===== config.mk =====
export PLATFORM = sky130hd
export DESIGN_NAME = button_ctrl_flat
export DESIGN_NICKNAME = d
export VERILOG_FILES = /design/src/rtl/button_ctrl_pkg.sv /design/src/rtl/button_ctrl_if.sv /design/src/rtl/button_ctrl_debounce.sv /design/src/rtl/button_ctrl.sv /design/src/flat_wrapper.sv
export SDC_FILE = /design/constraint.sdc
export NUM_CORES = 1
export LEC_CHECK = 0
export BUFFER_PORTS_ARGS = -buffer_cell sky130_fd_sc_hd__buf_4
export CAP_MARGIN = 30
export CORE_MARGIN = 2
export CORE_UTILIZATION = 30
export CTS_CLUSTER_DIAMETER = 40
export DETAILED_ROUTE_END_ITERATION = 6
export HOLD_SLACK_MARGIN = 0.1
export MAX_ROUTING_LAYER = met4
export PLACE_DENSITY = 0.56
export SETUP_SLACK_MARGIN = 0.5
export SYNTH_ARGS = -nofsm -noshare
export SYNTH_HDL_FRONTEND = slang
export SYNTH_HIERARCHICAL = 1
export SYNTH_SLANG_ARGS = --single-unit
export TNS_END_PERCENT = 10

===== constraint.sdc =====
create_clock -name clk28 -period 2.15 [get_ports clk28]
set_clock_uncertainty 0.1 [all_clocks]
set_input_delay 0.1075 -clock clk28 [delete_from_list [all_inputs] [get_ports clk28]]
set_output_delay 0.1075 -clock clk28 [all_outputs]
set_load 0.02 [all_outputs]

===== src/rtl/button_ctrl_pkg.sv =====
// Shared types, channel indices and width helper for the button controller.
package button_ctrl_pkg;

    typedef enum logic {
        ST_IDLE = 1'b0,
        ST_HOLD = 1'b1
    } stretch_state_e;

    localparam int unsigned NUM_CH   = 2;
    localparam int unsigned CH_MAGIC = 0;
    localparam int unsigned CH_PAUSE = 1;

    // Bits needed to hold values 0..max_val (never less than one bit).
    function automatic int unsigned cnt_width(input int unsigned max_val);
        return (max_val < 2) ? 1 : $clog2(max_val + 1);
    endfunction

endpackage


===== src/rtl/button_ctrl_if.sv =====
// Signal bundle between the frame/keyboard/pin sources and the button controller.
interface button_ctrl_if;

    logic n_int;
    logic n_int_next;
    logic btn_magic_n;
    logic btn_pause_n;
    logic kbd_magic;
    logic kbd_pause;
    logic magic_button;
    logic pause_button;
    logic reboot_req;

    modport master (
        output n_int, n_int_next, btn_magic_n, btn_pause_n, kbd_magic, kbd_pause,
        input  magic_button, pause_button, reboot_req
    );

    modport slave (
        input  n_int, n_int_next, btn_magic_n, btn_pause_n, kbd_magic, kbd_pause,
        output magic_button, pause_button, reboot_req
    );

endinterface


===== src/rtl/button_ctrl_debounce.sv =====
// Two-flop synchronizer plus tick-sampled stable counter for one active-low pin.
module button_ctrl_debounce
    import button_ctrl_pkg::*;
#(
    parameter int unsigned DEBOUNCE_MS = 16
) (
    input  logic clk28,
    input  logic rst_n,
    input  logic tick_i,
    input  logic pin_n_i,
    output logic pressed_o
);

    localparam int unsigned     DW     = cnt_width(DEBOUNCE_MS - 1);
    localparam logic [DW-1:0]   D_LAST = DW'(DEBOUNCE_MS - 1);

    logic          sync1_q, sync2_q;
    logic          state_q, state_d;
    logic [DW-1:0] cnt_q, cnt_d;

    // Only tick-spaced samples count; any agreeing sample restarts the run.
    always_comb begin
        state_d = state_q;
        cnt_d   = cnt_q;
        if (tick_i) begin
            if (sync2_q != state_q) begin
                if (cnt_q == D_LAST) begin
                    state_d = sync2_q;
                    cnt_d   = '0;
                end else begin
                    cnt_d = cnt_q + DW'(1);
                end
            end else begin
                cnt_d = '0;
            end
        end
    end

    always_ff @(posedge clk28 or negedge rst_n) begin
        if (!rst_n) begin
            sync1_q <= 1'b0;
            sync2_q <= 1'b0;
            state_q <= 1'b0;
            cnt_q   <= '0;
        end else begin
            sync1_q <= ~pin_n_i;
            sync2_q <= sync1_q;
            state_q <= state_d;
            cnt_q   <= cnt_d;
        end
    end

    assign pressed_o = state_q;

endmodule


===== src/rtl/button_ctrl.sv =====
// Magic/pause button conditioning: debounce, frame-based output stretch and
// magic long-press reboot request.
module button_ctrl
    import button_ctrl_pkg::*;
#(
    parameter int unsigned PRESCALE       = 28000,
    parameter int unsigned DEBOUNCE_MS    = 16,
    parameter int unsigned LONGPRESS_MS   = 2000,
    parameter int unsigned STRETCH_FRAMES = 2
) (
    input logic         clk28,
    input logic         rst_n,
    button_ctrl_if.slave bus
);

    localparam int unsigned   PW      = cnt_width(PRESCALE - 1);
    localparam logic [PW-1:0] PS_LAST = PW'(PRESCALE - 1);
    localparam int unsigned   FW      = cnt_width(STRETCH_FRAMES);
    localparam logic [FW-1:0] F_LOAD  = FW'(STRETCH_FRAMES);
    localparam int unsigned   LW      = cnt_width(LONGPRESS_MS);
    localparam logic [LW-1:0] LP_MAX  = LW'(LONGPRESS_MS);
    localparam logic [LW-1:0] LP_LAST = LW'(LONGPRESS_MS - 1);

    logic [PW-1:0]     ps_q, ps_d;
    logic              tick;
    logic              frame_edge;
    logic [NUM_CH-1:0] pin_n, kbd, deb, req, out;
    logic [LW-1:0]     lp_q, lp_d;
    logic              reboot_q, reboot_d;

    assign tick       = (ps_q == PS_LAST);
    assign ps_d       = tick ? '0 : ps_q + PW'(1);
    assign frame_edge = bus.n_int & ~bus.n_int_next;

    assign pin_n[CH_MAGIC] = bus.btn_magic_n;
    assign pin_n[CH_PAUSE] = bus.btn_pause_n;
    assign kbd[CH_MAGIC]   = bus.kbd_magic;
    assign kbd[CH_PAUSE]   = bus.kbd_pause;
    assign req             = deb | kbd;

    for (genvar g = 0; g < NUM_CH; g++) begin : g_ch
        stretch_state_e st_q;
        logic [FW-1:0]  fcnt_q;
        logic           req_q;
        logic           out_q;
        logic           rise;

        button_ctrl_debounce #(
            .DEBOUNCE_MS (DEBOUNCE_MS)
        ) u_debounce (
            .clk28     (clk28),
            .rst_n     (rst_n),
            .tick_i    (tick),
            .pin_n_i   (pin_n[g]),
            .pressed_o (deb[g])
        );

        assign rise = req[g] & ~req_q;

        // A reload on a fresh press takes priority over a same-cycle frame edge.
        always_ff @(posedge clk28 or negedge rst_n) begin
            if (!rst_n) begin
                st_q   <= ST_IDLE;
                fcnt_q <= '0;
                req_q  <= 1'b0;
                out_q  <= 1'b0;
            end else begin
                req_q <= req[g];
                case (st_q)
                    ST_IDLE: begin
                        if (rise) begin
                            st_q   <= ST_HOLD;
                            out_q  <= 1'b1;
                            fcnt_q <= F_LOAD;
                        end
                    end
                    ST_HOLD: begin
                        if (rise) begin
                            fcnt_q <= F_LOAD;
                        end else if (!req[g] && fcnt_q == '0) begin
                            st_q  <= ST_IDLE;
                            out_q <= 1'b0;
                        end else if (frame_edge && fcnt_q != '0) begin
                            fcnt_q <= fcnt_q - FW'(1);
                        end
                    end
                    default: begin
                        st_q  <= ST_IDLE;
                        out_q <= 1'b0;
                    end
                endcase
            end
        end

        assign out[g] = out_q;
    end

    // Only the debounced pin counts; the pulse fires on the step into saturation.
    always_comb begin
        lp_d     = lp_q;
        reboot_d = 1'b0;
        if (!deb[CH_MAGIC]) begin
            lp_d = '0;
        end else if (tick && lp_q != LP_MAX) begin
            lp_d     = lp_q + LW'(1);
            reboot_d = (lp_q == LP_LAST);
        end
    end

    always_ff @(posedge clk28 or negedge rst_n) begin
        if (!rst_n) begin
            ps_q     <= '0;
            lp_q     <= '0;
            reboot_q <= 1'b0;
        end else begin
            ps_q     <= ps_d;
            lp_q     <= lp_d;
            reboot_q <= reboot_d;
        end
    end

    assign bus.magic_button = out[CH_MAGIC];
    assign bus.pause_button = out[CH_PAUSE];
    assign bus.reboot_req   = reboot_q;

endmodule

===== src/flat_wrapper.sv =====
// flat-port wrapper written by rule: the top's interface ports become plain ports
module button_ctrl_flat import button_ctrl_pkg::*;
#(
    parameter int unsigned PRESCALE       = 28000,
    parameter int unsigned DEBOUNCE_MS    = 16,
    parameter int unsigned LONGPRESS_MS   = 2000,
    parameter int unsigned STRETCH_FRAMES = 2
)
  (clk28, rst_n, bus_n_int, bus_n_int_next, bus_btn_magic_n, bus_btn_pause_n, bus_kbd_magic, bus_kbd_pause, bus_magic_button, bus_pause_button, bus_reboot_req);
  button_ctrl_if bus_i ();
  input logic clk28;
  input logic rst_n;
  input wire logic [$bits(bus_i.n_int)-1:0] bus_n_int;
  input wire logic [$bits(bus_i.n_int_next)-1:0] bus_n_int_next;
  input wire logic [$bits(bus_i.btn_magic_n)-1:0] bus_btn_magic_n;
  input wire logic [$bits(bus_i.btn_pause_n)-1:0] bus_btn_pause_n;
  input wire logic [$bits(bus_i.kbd_magic)-1:0] bus_kbd_magic;
  input wire logic [$bits(bus_i.kbd_pause)-1:0] bus_kbd_pause;
  output wire logic [$bits(bus_i.magic_button)-1:0] bus_magic_button;
  output wire logic [$bits(bus_i.pause_button)-1:0] bus_pause_button;
  output wire logic [$bits(bus_i.reboot_req)-1:0] bus_reboot_req;
  assign bus_i.n_int = bus_n_int;
  assign bus_i.n_int_next = bus_n_int_next;
  assign bus_i.btn_magic_n = bus_btn_magic_n;
  assign bus_i.btn_pause_n = bus_btn_pause_n;
  assign bus_i.kbd_magic = bus_kbd_magic;
  assign bus_i.kbd_pause = bus_kbd_pause;
  assign bus_magic_button = bus_i.magic_button;
  assign bus_pause_button = bus_i.pause_button;
  assign bus_reboot_req = bus_i.reboot_req;
  button_ctrl #(.PRESCALE(PRESCALE), .DEBOUNCE_MS(DEBOUNCE_MS), .LONGPRESS_MS(LONGPRESS_MS), .STRETCH_FRAMES(STRETCH_FRAMES)) u_core (.clk28(clk28), .rst_n(rst_n), .bus(bus_i));
endmodule

==> run summary <==
Die width: 95.1 um
Final Hold Vio Count: 0
CTS tree: yes
CTS Buf Count: 5
Antenna-violating nets left: 0
Hold Crit Class: primary input to flop
Status: complete, no violations
Crit share post-route: 0.867
Worst slack at placement: 0.0793 ns
Fmax: 536 MHz
H-Tree Depth: 2
Clk root buf: clkbuf_8
Starting DRT DRC Count: 48
IO Port Bufs: 10
Global route overflow: 0
Mean Syn Cell Area: 10.3 um^2
Detailed placement HPWL: 3050 um
Vias: 1837
Crit path launch: u_core/ps_q[12]
Setup slack after layout: 0.286 ns
Final total power: 2.00 mW
Clock buffer depth: 2
Core area: 8130 um^2
Maximum Capacitance Violations: 0
Asr flop ratio synth: 1.00
Worst-Skew Late Latency: 0.30 ns
Max incr delay on CP: 0.52 ns
Max FO, Critical Path: 19
Chip Height: 95.1 um
VDD IR max: 280 uV
Reg-to-reg critical path startpoint: u_core/ps_q[12]
RePlAce Congestion: 0.717
Ys Warns: 6
Met3 wire len: 113 um
Sink Count: 51
Pins Over Slew Limit: 0
Critical Path AT: 2.00 ns
Syn Std Cell Area: 2490 um^2
R2r endpoint: u_core/lp_q[6]
Cell-by-cell trace of the critical path: and4bb_2, nand4_4, buf_12, or4_1, a21oi_2
R2R Setup Slk: 0.29 ns
Drt total wl: 4610 um
Ys flop type: dfrtp_1
Drt via density: 4.89
Slew headroom: 0.580
Register area share after synthesis: 0.512
Post-synth cell types: 46
Setup TNS: 0 ns
Worst setup EP type: flop
P&R area growth vs syn: 18.9%
# setup viols final: 0
Vias in the first global route: 1790
Die Footprint: 9050 um^2
Req. time, crit path: 2.28 ns
Post-layout min period: 1.86 ns
DRC viols: 0
Synthesized flop and latch total: 51
Worst-margin pin slew: 0.630 ns
Largest net degree at the start of global routing: 52
Max Used Layer: met4
Number of I/O pins: 11
Design area: 2960 um^2
Worst Setup EP: u_core/lp_q[6]
CP startpoint kind: flop
Final nets: 285
GRT Total Usage: 0.116
Crit Path Category: flop to flop
Initial Util: 0.306
First-pass detailed-route iteration total: 4
Met2 WL: 2180 um
Worst path slowest cell: or4_1
Share of layout cells above drive strength 1: 0.177
Initial antenna violation count: 0
Worst-path clk slew: 0.09 ns
Syn Nets: 256
Drt wl/cell: 12.3 um
RSZ-0062 raised after global routing: yes
Post-synth EDFFs: 0
Row count: 33
Power per standard cell area: 676 nW/um^2
Leak: 1.24 nW
Worst r2r path cells: 5
First-pass GRT wire length: 8060 um
Number of diodes: 0
Placed Area: 2720 um^2
Routed met1 length: 2240 um
Post-Synthesis Cells: 241
[worst max-delay path: cells and delay by family (launching register included)]
kind,cells,cell delay (ns)
buf+inv,1,0.17
flops,1,0.40
simple gates,3,0.98
compound gates,1,0.15
[per-layer routing]
metal  up-vias  GRT usage
met5         -          -
met4         0     0.0435
met3         7     0.0285
met2        19      0.185
met1       893      0.142
li1        918          -
[registers in the layout, indices dropped and copies added (netlist names), 2 cells and up]
name and flops:
u_core/g_ch.st_q 2, u_core/g_ch.u_debounce/cnt_q 8, u_core/g_ch.fcnt_q 4, u_core/g_ch.req_q 2
u_core/g_ch.u_debounce/sync2_q 2, u_core/g_ch.u_debounce/pressed_o 2, u_core/lp_q 11, u_core/ps_q 15
u_core/g_ch.u_debounce/sync1_q 2
[worst min-delay path by stage]
stage	from	endpoint	slack (ns)	cells after the start
floorplan	rst_n	u_core/bus.magic_button	-0.29	0
global route	bus_n_int_next	u_core/g_ch[0].fcnt_q[1]	0.13	4
finish	bus_n_int_next	u_core/g_ch[0].fcnt_q[1]	0.12	4
detailed placement	rst_n	u_core/g_ch[0].fcnt_q[0]	0.09	1
CTS	bus_n_int_next	u_core/g_ch[0].fcnt_q[1]	0.12	4
global placement	rst_n	u_core/g_ch[0].fcnt_q[0]	0.09	1
[cells by family (layout without fill, tap and decap cells)]
| kind of cell | count (synthesis) | count (layout) | share of synthesized area |
|---|---|---|---|
| and+or+nand+nor | 94 | 94 | 0.213 |
| DFF | 51 | 51 | 0.512 |
| xor gates and xnor gates | 16 | 16 | 0.0623 |
| AOI/OAI and AO/OA | 43 | 43 | 0.112 |
| buffers and inverters | 25 | 55 | 0.0442 |
| muxes | 5 | 5 | 0.0211 |
| adders and majority gates | 7 | 7 | 0.0352 |
[repair_timing]
action / 4_1_cts / 5_1_grt
hold buffers: 5 / 0
buffers inserted: 5 / 1
hold endpoints to repair: 57 / 0
resized for setup: 3 / 2
setup endpoints to repair: 27 / 17
pin swaps: 2 / 1
[cells in the final DEF, fill, tap and decap left out, types with 3 or more instances in the layout]
cell           netlist  layout
o21ai_0              4       4
xor2_1               8       8
o31ai_1              7       7
nand4b_1             3       3
nor2_1              20      20
nor3_1               3       3
or4_1                6       6
nand3_1             12      12
nand2_1             19      19
inv_1               19      19
clkbuf_8             0       6
nand4_1              7       7
a21oi_1             15      12
dlygate4sd3_1        0       5
buf_4                0      21
dfrtp_1             51      50
mux2i_1              3       3
xnor2_1              6       6
nor4_1               5       5
o21a_1               3       3
ha_1                 7       6
a21oi_2              0       3
[synth_stat cells (3+ instances only)]
cell | n | share of area
o31ai_1 | 7 | 0.021
xor2_1 | 8 | 0.028
nand2_1 | 19 | 0.029
nand4b_1 | 3 | 0.011
or4_1 | 6 | 0.018
nand4_1 | 7 | 0.018
o21ai_0 | 4 | 0.0080
dfrtp_1 | 51 | 0.51
mux2i_1 | 3 | 0.012
xnor2_1 | 6 | 0.021
nor3_1 | 3 | 0.0060
nand3_1 | 12 | 0.024
o21a_1 | 3 | 0.0090
a21oi_1 | 15 | 0.030
ha_1 | 7 | 0.035
nor2_1 | 20 | 0.030
inv_1 | 19 | 0.029
nor4_1 | 5 | 0.013
[where the power goes]
part	internal, mW	total, mW	switching (mW)
clock network	0.377	0.687	0.310
registers	1.03	1.07	0.0389
logic	0.119	0.248	0.129
total	1.52	2.00	0.478
[layout make-up]
type	instances	area, um^2
multi-input cells	165	1120
clock buffers	6	82.6
clock inverters	2	35.0
fillers	797	5170
flip-flops and latches	51	1280
inverters	20	87.6
repair buffers	27	228
well taps	105	131
[metrics by stage]
step                      hold slack [ns]  instances   util
final                               0.121        376  0.364
after global routing                0.133        376  0.364
after CTS                           0.117        375  0.362
after detailed placement           0.0850        357  0.335
after global placement             0.0871        357  0.335
after floorplan                    -0.288        241      -
Power figures use the tool's default switching activity.
